**config.mk**
```make
export PLATFORM = sky130hd
export DESIGN_NAME = gate_arbiter
export DESIGN_NICKNAME = d
export VERILOG_FILES = /design/src/rtl/gate_arb_pkg.sv /design/src/rtl/gate_unit.sv /design/src/rtl/gate_arbiter.sv
export SDC_FILE = /design/constraint.sdc
export NUM_CORES = 1
export LEC_CHECK = 0
export ABC_AREA = 1
export CAP_MARGIN = 0
export CORE_MARGIN = 2
export CORE_UTILIZATION = 52
export CTS_BUF_LIST = sky130_fd_sc_hd__clkbuf_8
export DETAILED_ROUTE_END_ITERATION = 8
export HOLD_SLACK_MARGIN = 0.06
export PLACE_DENSITY = 0.95
export SYNTH_ARGS = -nofsm -noshare
export SYNTH_HDL_FRONTEND = slang
export SYNTH_SLANG_ARGS = --single-unit
```
**constraint.sdc**
```tcl
create_clock -name clk -period 2.4 [get_ports clk]
set_clock_uncertainty 0.15 [all_clocks]
set_input_delay 0.72 -clock clk [delete_from_list [all_inputs] [get_ports clk]]
set_output_delay 0.72 -clock clk [all_outputs]
set_load 0.02 [all_outputs]
```
**src/rtl/gate_arb_pkg.sv**
```systemverilog
// Shared definitions for the two-requester gate arbiter: operation encodings
// and the controller state type.
package gate_arb_pkg;

  typedef enum logic [2:0] {
    OP_NOT  = 3'd0,
    OP_AND  = 3'd1,
    OP_OR   = 3'd2,
    OP_NAND = 3'd3,
    OP_NOR  = 3'd4,
    OP_XOR  = 3'd5,
    OP_XNOR = 3'd6,
    OP_ILL  = 3'd7
  } op_e;

  typedef enum logic [1:0] {
    ST_IDLE = 2'd0,
    ST_EXEC = 2'd1,
    ST_RESP = 2'd2
  } state_e;

endpackage

```
**src/rtl/gate_unit.sv**
```systemverilog
// Combinational single-bit logic unit; the one reserved encoding yields y=0
// with err raised.
module gate_unit
  import gate_arb_pkg::*;
(
  input  op_e  op,
  input  logic a,
  input  logic b,
  output logic y,
  output logic err
);

  // NOTE: defaults first so no path through the case leaves y/err unassigned,
  // which would otherwise infer a latch.
  always_comb begin
    y   = 1'b0;
    err = 1'b0;
    case (op)
      OP_NOT:  y = ~a;
      OP_AND:  y = a & b;
      OP_OR:   y = a | b;
      OP_NAND: y = ~(a & b);
      OP_NOR:  y = ~(a | b);
      OP_XOR:  y = a ^ b;
      OP_XNOR: y = ~(a ^ b);
      default: err = 1'b1;
    endcase
  end

endmodule

```
**src/rtl/gate_arbiter.sv**
```systemverilog
// Round-robin arbiter in front of one shared gate_unit: grant, evaluate the
// latched operands, then hold the response until the consumer takes it.
module gate_arbiter
  import gate_arb_pkg::*;
#(
  parameter int CNT_W = 8
) (
  input  logic             clk,
  input  logic             rst,
  input  logic [1:0]       req,
  input  logic [2:0]       op0,
  input  logic [2:0]       op1,
  input  logic             a0,
  input  logic             b0,
  input  logic             a1,
  input  logic             b1,
  output logic [1:0]       gnt,
  output logic             rsp_valid,
  input  logic             rsp_ready,
  output logic             rsp_id,
  output logic             rsp_y,
  output logic             rsp_err,
  output logic             busy,
  output logic [CNT_W-1:0] txn_count
);

  state_e           state_q, state_d;
  logic             last_q, last_d;
  op_e              op_q, op_d;
  logic             a_q, a_d, b_q, b_d;
  logic [1:0]       gnt_q, gnt_d;
  logic             rsp_valid_q, rsp_valid_d;
  logic             rsp_id_q, rsp_id_d;
  logic             rsp_y_q, rsp_y_d;
  logic             rsp_err_q, rsp_err_d;
  logic             busy_q, busy_d;
  logic [CNT_W-1:0] cnt_q, cnt_d;

  logic win;
  logic unit_y, unit_err;

  // On contention the requester that was not granted last wins.
  assign win = (req == 2'b11) ? ~last_q : req[1];

  gate_unit u_gate_unit (
    .op  (op_q),
    .a   (a_q),
    .b   (b_q),
    .y   (unit_y),
    .err (unit_err)
  );

  always_comb begin
    state_d     = state_q;
    last_d      = last_q;
    op_d        = op_q;
    a_d         = a_q;
    b_d         = b_q;
    gnt_d       = 2'b00;
    rsp_valid_d = rsp_valid_q;
    rsp_id_d    = rsp_id_q;
    rsp_y_d     = rsp_y_q;
    rsp_err_d   = rsp_err_q;
    cnt_d       = cnt_q;

    case (state_q)
      ST_IDLE: begin
        if (req != 2'b00) begin
          state_d = ST_EXEC;
          last_d  = win;
          gnt_d   = win ? 2'b10 : 2'b01;
          op_d    = op_e'(win ? op1 : op0);
          a_d     = win ? a1 : a0;
          b_d     = win ? b1 : b0;
        end
      end
      ST_EXEC: begin
        // last_q already names the owner; it was updated with the grant.
        rsp_valid_d = 1'b1;
        rsp_id_d    = last_q;
        rsp_y_d     = unit_y;
        rsp_err_d   = unit_err;
        state_d     = ST_RESP;
      end
      ST_RESP: begin
        if (rsp_ready) begin
          rsp_valid_d = 1'b0;
          cnt_d       = cnt_q + CNT_W'(1);
          state_d     = ST_IDLE;
        end
      end
      default: state_d = ST_IDLE;
    endcase

    busy_d = (state_d != ST_IDLE);
  end

  // NOTE: state registers use non-blocking assignments so every flop samples
  // the pre-edge value of every other flop, independent of statement order.
  always_ff @(posedge clk) begin
    if (rst) begin
      state_q     <= ST_IDLE;
      last_q      <= 1'b1;
      op_q        <= OP_NOT;
      a_q         <= 1'b0;
      b_q         <= 1'b0;
      gnt_q       <= 2'b00;
      rsp_valid_q <= 1'b0;
      rsp_id_q    <= 1'b0;
      rsp_y_q     <= 1'b0;
      rsp_err_q   <= 1'b0;
      busy_q      <= 1'b0;
      cnt_q       <= '0;
    end else begin
      state_q     <= state_d;
      last_q      <= last_d;
      op_q        <= op_d;
      a_q         <= a_d;
      b_q         <= b_d;
      gnt_q       <= gnt_d;
      rsp_valid_q <= rsp_valid_d;
      rsp_id_q    <= rsp_id_d;
      rsp_y_q     <= rsp_y_d;
      rsp_err_q   <= rsp_err_d;
      busy_q      <= busy_d;
      cnt_q       <= cnt_d;
    end
  end

  assign gnt       = gnt_q;
  assign rsp_valid = rsp_valid_q;
  assign rsp_id    = rsp_id_q;
  assign rsp_y     = rsp_y_q;
  assign rsp_err   = rsp_err_q;
  assign busy      = busy_q;
  assign txn_count = cnt_q;

endmodule
```
==> results of run 1 <==
## routing by layer
layer	up-vias	global-route usage, %	share of wire, %
met5	-	0	0
met4	0	8.10	1.5
met3	4	6.75	5.1
met2	22	38.3	52
met1	463	22.8	41
li1	498	-	-
## power by group
group | switching [uW] | internal [uW] | leakage [uW] | total [uW]
Clock | 121 | 116 | 0.0000255 | 236
Combinational | 93.5 | 79.0 | 0.000374 | 173
Sequential | 22.4 | 410 | 0.000188 | 433
Total | 237 | 605 | 0.000588 | 842
## through the flow
stage	cell area (um2)	hold slack [ns]	util [%]
2_1_floorplan	1060	0.293	-
3_3_place_gp	1380	0.304	71.0
3_5_place_dp	1380	0.313	71.0
4_1_cts	1430	0.327	73.4
5_1_grt	1430	0.351	73.4
6_report	1430	0.327	73.4
## layout make-up
cell class | instances | area (um2)
fill | 149 | 517
inverter | 25 | 93.8
clock inverter | 1 | 5.00
clock buffer | 3 | 41.3
timing repair buffer | 30 | 298
multi-input combinational | 89 | 493
tap | 27 | 33.8
sequential | 23 | 460
## worst register-to-register path: cells and delay by family (launching register included)
family,cells,cell delay (ns)
buffers and inverters,2,0.14
adders and majority gates,1,0.31
and+or+nand+nor,4,0.25
AOI/OAI and AO/OA,2,0.28
DFF,1,0.40
## flip-flops by register name, summed over array words and instances (netlist names)
register	cells
a_q	1
rsp_valid	1
busy	1
txn_count	8
b_q	1
rsp_err	1
op_q	3
state_q	2
gnt	2
rsp_y	1
rsp_id	1
last_q	1
## path summary, 6_finish.rpt
kind | to | slack [ns] | depth (start not counted)
hold reg to reg | txn_count[6] | 0.33 | 2
setup reg to reg | rsp_y | 0.80 | 9
hold / removal | txn_count[6] | 0.33 | 2
setup / recovery | txn_count[2] | 0.22 | 1
## cells by family (layout without fill, tap and decap cells)
| logic type | Yosys count | count (layout) | share of synthesized area (%) |
|---|---|---|---|
| adder cells (fa/ha/maj) | 3 | 3 | 3.55 |
| flip-flops | 23 | 23 | 43.6 |
| AO/OA/AOI/OAI | 23 | 23 | 12.5 |
| AND/OR/NAND/NOR | 62 | 62 | 29.7 |
| XOR/XNOR | 1 | 1 | 0.829 |
| buffers and inverters | 27 | 59 | 9.82 |
## cells in the mapped netlist (2+ instances only)
master / instances
nand2_1: 28
dfxtp_1: 23
inv_1: 20
nand3_1: 12
nor2_1: 9
a21oi_1: 7
o21ai_0: 6
inv_2: 5
nand2_2: 5
nor2_4: 4
ha_1: 3
o21ai_1: 3
a31oi_1: 2
buf_2: 2
==> results.py, run 1 <==
metrics = {
    "grt": {
        "grt_pass1_wl_mm": 4.05,
        "grt_usage_pct": 21.3,
        "grt_start_max_net_pins": 14,
        "antenna_found_initial": 0,
        "grt-ovfl-total": 0,
        "grt_pass1_vias": 976,
    },
    "power": {
        "p_total_uw": 842,
        "power_density_nw_per_um2": 590,
        "ir_worst_vdd_mv": 0.485,
        "power_leakage_uw": 0.000588,
    },
    "floorplan": {
        "initial_core_util_pct": 54.4,
        "die-area_um2": 2410,
        "core_region_area_um2": 1940,
        "io_pins": 30,
        "die-height_um": 49.1,
        "fp.dieW_um": 49.1,
        "fp-row-count": 16,
    },
    "critical_path": {
        "worstPathArrival_ns": 1.31,
        "crit_slowest_cell": "clkdlybuf4s50_1",
        "critPathLaunch": "txn_count[2]",
        "start_kind": "register",
        "max_stage_delay_ns": 0.64,
        "cp_top_family": "buffers and inverters",
        "timing.rr.start": "a_q",
        "critPathCaptureType": "primary output",
        "path_cells": "clkdlybuf4s50_1",
        "cp_num_buf_inv": 1,
        "critPathMaxFanout": 5,
        "worstSetupPathType": "register to primary output",
        "required_ns": 1.53,
    },
    "logic_synthesis": {
        "synth_area_leaders": "dfxtp_1 44%, nand2_1 9.9%, inv_1 7.1%, nand3_1 5.7%, nor2_4 4.3%",
        "yosysTopAreaCell": "dfxtp_1",
        "synthFlopType": "dfxtp_1",
        "ys_types": 24,
        "avgSynthCellArea_um2": 7.61,
        "syn-cell-area_um2": 1060,
        "synth_edf_count": 0,
        "seq_area_frac_synth_pct": 43.6,
        "synthesis.nets": 157,
        "synth_top_area_share_pct": 43.6,
        "async_flop_share_pct": 0,
        "yosys_warnings": 0,
        "netlist_instances": 139,
        "synth-seq-cells": 23,
    },
    "routing": {
        "drtAntennaViolNets": 0,
        "vias_per_cell": 4.98,
        "drt-total-wl_mm": 2.31,
        "drt_iter0_markers": 19,
        "first_pass_iters": 6,
        "drc": 0,
        "vias": 987,
        "wl_per_cell_um": 11.7,
    },
    "timing": {
        "setup-tns-final_ns": 0,
        "min_period_ns": 2.18,
        "rsz0062_at_grt": "false",
        "finalHoldViolations": 0,
        "relSlewSlack_pct": 77.5,
        "setup_violations": 0,
        "period_share_pct": 90.9,
        "max_freq_mhz": 458,
        "layout_setup_ws_ns": 0.219,
        "slew_viol_final": 0,
        "worstMarginPinSlew_ns": 0.336,
    },
    "clock_network": {
        "cts_inserted_buffers": 3,
        "clockRootBuffer": "clkbuf_8",
        "tritoncts": "built",
        "h-tree-depth": 1,
        "clock_latency_ns": 0.26,
        "cts_setup_buffers": 0,
        "cts.sinks": 23,
        "clk_pin_slew_ns": 0.08,
        "clockBufferDepth": 2,
        "post_cts_resized": 0,
        "ctsHoldBuffers": 0,
    },
    "run": {
        "max-cap-violations": 0,
    },
    "placed_design": {
        "pre_cts_ws_ns": 0.207,
        "io_buffers": 29,
        "dp_hpwl_mm": 1.69,
        "place_inst": 194,
        "gp_congestion": 0.805,
    },
    "cells_and_area": {
        "antenna_cells": 0,
        "fin_nets": 190,
        "final_common_cell": "clkdlybuf4s50_1",
        "final_cell_mix": "29 x clkdlybuf4s50_1, 28 x nand2_1, 23 x dfxtp_1",
        "stdcell_count": 198,
        "synthToLayoutAreaGrowth_pct": 34.8,
        "drive_gt1_share_pct": 14.0,
    },
    "worst_hold_path": {
        "hold_start": "txn_count[6]",
        "min_path_type": "register to register",
    },
    "status": {
        "status": "complete, no violations",
    },
}
(Power assumes the default switching activity.)
==> inputs of run 2 (changes only) <==
--- a/config.mk
+++ b/config.mk
@@ -11,8 +11,8 @@
 export CORE_UTILIZATION = 52
 export CTS_BUF_LIST = sky130_fd_sc_hd__clkbuf_8
 export DETAILED_ROUTE_END_ITERATION = 8
-export HOLD_SLACK_MARGIN = 0.06
 export PLACE_DENSITY = 0.95
+export SETUP_SLACK_MARGIN = 0.05
 export SYNTH_ARGS = -nofsm -noshare
 export SYNTH_HDL_FRONTEND = slang
 export SYNTH_SLANG_ARGS = --single-unit
==> results of run 2 <==
The final DEF is identical to that of run 1; final timing and power are the same.
==> inputs of run 3 (changes only) <==
--- a/config.mk
+++ b/config.mk
@@ -5,10 +5,11 @@
 export SDC_FILE = /design/constraint.sdc
 export NUM_CORES = 1
 export LEC_CHECK = 0
-export ABC_AREA = 1
 export CAP_MARGIN = 0
+export CELL_PAD_IN_SITES_DETAIL_PLACEMENT = 1
+export CELL_PAD_IN_SITES_GLOBAL_PLACEMENT = 2
 export CORE_MARGIN = 2
-export CORE_UTILIZATION = 52
+export CORE_UTILIZATION = 31
 export CTS_BUF_LIST = sky130_fd_sc_hd__clkbuf_8
 export DETAILED_ROUTE_END_ITERATION = 8
 export PLACE_DENSITY = 0.95
==> results.py, run 3 <==
metrics = {
    "grt": {
        "grt-ovfl-total": 0,
        "grt_pass1_wl_mm": 3.92,
        "grt_usage_pct": 14.3,
        "antenna_found_initial": 0,
        "grt_pass1_vias": 893,
        "grt_start_max_net_pins": 21,
    },
    "critical_path": {
        "cp_num_buf_inv": 1,
        "path_cells": "clkdlybuf4s50_1",
        "critPathMaxFanout": 3,
        "r2r_end": "rsp_y",
        "worstRegToRegCells": 5,
        "worst-r2r-setup-slack_ns": 0.63,
        "worstSetupPathType": "register to primary output",
        "required_ns": 1.53,
        "crit_slowest_cell": "clkdlybuf4s50_1",
        "cp.depth": 1,
        "timing.rr.start": "a_q",
        "cp_top_family": "buffers and inverters",
        "start_kind": "register",
        "critPathCaptureType": "primary output",
        "worstPathArrival_ns": 1.32,
        "max_stage_delay_ns": 0.63,
    },
    "run": {
        "max-cap-violations": 0,
    },
    "routing": {
        "drc": 0,
        "drt_iter0_markers": 32,
        "drtAntennaViolNets": 0,
        "vias": 885,
        "wl_per_cell_um": 12.9,
        "vias_per_cell": 4.86,
        "drt-total-wl_mm": 2.35,
        "first_pass_iters": 4,
    },
    "clock_network": {
        "clock_latency_ns": 0.27,
        "clk_pin_slew_ns": 0.08,
        "post_cts_resized": 0,
        "cts_inserted_buffers": 3,
        "cts.sinks": 23,
        "tritoncts": "built",
        "ctsHoldBuffers": 0,
        "h-tree-depth": 1,
        "cts_setup_buffers": 0,
        "clockBufferDepth": 2,
        "clockRootBuffer": "clkbuf_8",
    },
    "floorplan": {
        "die-area_um2": 3750,
        "core_region_area_um2": 3080,
        "fp-row-count": 20,
        "fp.dieW_um": 61.3,
        "io_pins": 30,
        "die-height_um": 61.3,
        "initial_core_util_pct": 33.0,
    },
    "worst_hold_path": {
        "holdPathEnd": "rsp_id",
        "min_path_type": "register to register",
        "hold_depth": 2,
        "hold_start": "rsp_id",
    },
    "logic_synthesis": {
        "synthFlopType": "dfxtp_1",
        "synth-seq-cells": 23,
        "syn-cell-area_um2": 1020,
        "ys_types": 31,
        "netlist_instances": 107,
        "async_flop_share_pct": 0,
        "avgSynthCellArea_um2": 9.50,
        "seq_area_frac_synth_pct": 45.3,
        "yosys_warnings": 0,
        "netlist_top_cells_count": "23 x dfxtp_1, 15 x nor2_1, 9 x nand2_1",
        "synthMostInstantiatedCell": "dfxtp_1",
        "synth_edf_count": 0,
        "synthesis.nets": 125,
        "synth_top_area_share_pct": 45.3,
        "yosysTopAreaCell": "dfxtp_1",
        "synth_area_leaders": "dfxtp_1 45%, mux2i_1 5.9%, nor2_1 5.5%, a211oi_1 3.7%, ha_1 3.7%",
    },
    "cells_and_area": {
        "final_cell_mix": "29 x clkdlybuf4s50_1, 23 x dfxtp_1, 15 x nor2_1",
        "antenna_cells": 0,
        "fin_util_pct": 45.5,
        "fin_nets": 157,
        "final_cell_area_um2": 1400,
        "largest_register_ffs": 8,
        "drive_gt1_share_pct": 7.97,
        "synthToLayoutAreaGrowth_pct": 37.8,
        "final_common_cell": "clkdlybuf4s50_1",
    },
    "timing": {
        "period_share_pct": 91.5,
        "slew_viol_final": 0,
        "timing.hold.ws_ns": 0.331,
        "relSlewSlack_pct": 70.7,
        "worstMarginPinSlew_ns": 0.435,
        "setup-tns-final_ns": 0,
        "min_period_ns": 2.19,
        "max_freq_mhz": 456,
        "rsz0062_at_grt": "false",
        "finalHoldViolations": 0,
        "setup_violations": 0,
    },
    "placed_design": {
        "dpl-instance-area_um2": 1350,
        "dp_hpwl_mm": 1.81,
        "gp_congestion": 0.791,
        "io_buffers": 29,
    },
    "power": {
        "ir_worst_vdd_mv": 0.208,
        "p_clk_share_pct": 29.0,
        "power_density_nw_per_um2": 606,
        "power_leakage_uw": 0.000530,
        "internal_power_uw": 613,
        "p_seq_share_pct": 51.4,
        "power.switching_uw": 235,
        "netSwitchingFraction_pct": 27.7,
        "power_frac_comb_pct": 19.6,
    },
    "status": {
        "status": "complete, no violations",
    },
}
[run 3: worst max path at each step]
stage,to,startpoint
floorplan,rsp_y,a_q
global placement,txn_count[7],rsp_ready
detailed placement,txn_count[6],rsp_ready
CTS,txn_count[0],txn_count[0]
global route,txn_count[2],txn_count[2]
finish,txn_count[2],txn_count[2]
[run 3: cells by family (layout without fill, tap and decap cells)]
logic type / after synthesis / in the layout / share of synthesized area, %
adders and majority gates: 3 / 3 / 3.69
and+or+nand+nor: 41 / 41 / 21.2
AOI/OAI and AO/OA: 21 / 21 / 14.2
DFF: 23 / 23 / 45.3
buffers and inverters: 7 / 38 / 2.96
muxes: 8 / 8 / 9.24
xor gates and xnor gates: 4 / 4 / 3.45
[run 3: area by class of cell]
type | count | area, um2
clock buffer | 3 | 41.3
tap | 44 | 55.1
sequential | 23 | 460
timing repair buffer | 30 | 298
multi-input combinational | 77 | 526
fill | 367 | 1680
inverter | 4 | 15.0
clock inverter | 1 | 5.00
[run 3: power groups by stage]
stage	combinational, uW	clock, uW	sequential [uW]
finish	166	246	436
global route	183	271	441
CTS	169	257	437
detailed placement	167	0	445
global placement	160	0	443
floorplan	86.7	0	453
[run 3: stage by stage]
step / setup WS [ns] / instances / total power [uW]
2_1_floorplan: 0.782 / 107 / 540
3_3_place_gp: 0.218 / 178 / 603
3_5_place_dp: 0.177 / 178 / 612
4_1_cts: 0.187 / 182 / 863
5_1_grt: 0.145 / 182 / 895
6_report: 0.205 / 182 / 849
[run 3: per-layer routing]
metal | up-vias | global-route usage [%] | part of all wire (%)
met3 | 4 | 2.52 | 4.9
met4 | 0 | 7.45 | 1.4
met2 | 24 | 25.5 | 52
met1 | 417 | 16.1 | 42
met5 | - | 0 | 0
li1 | 440 | - | -
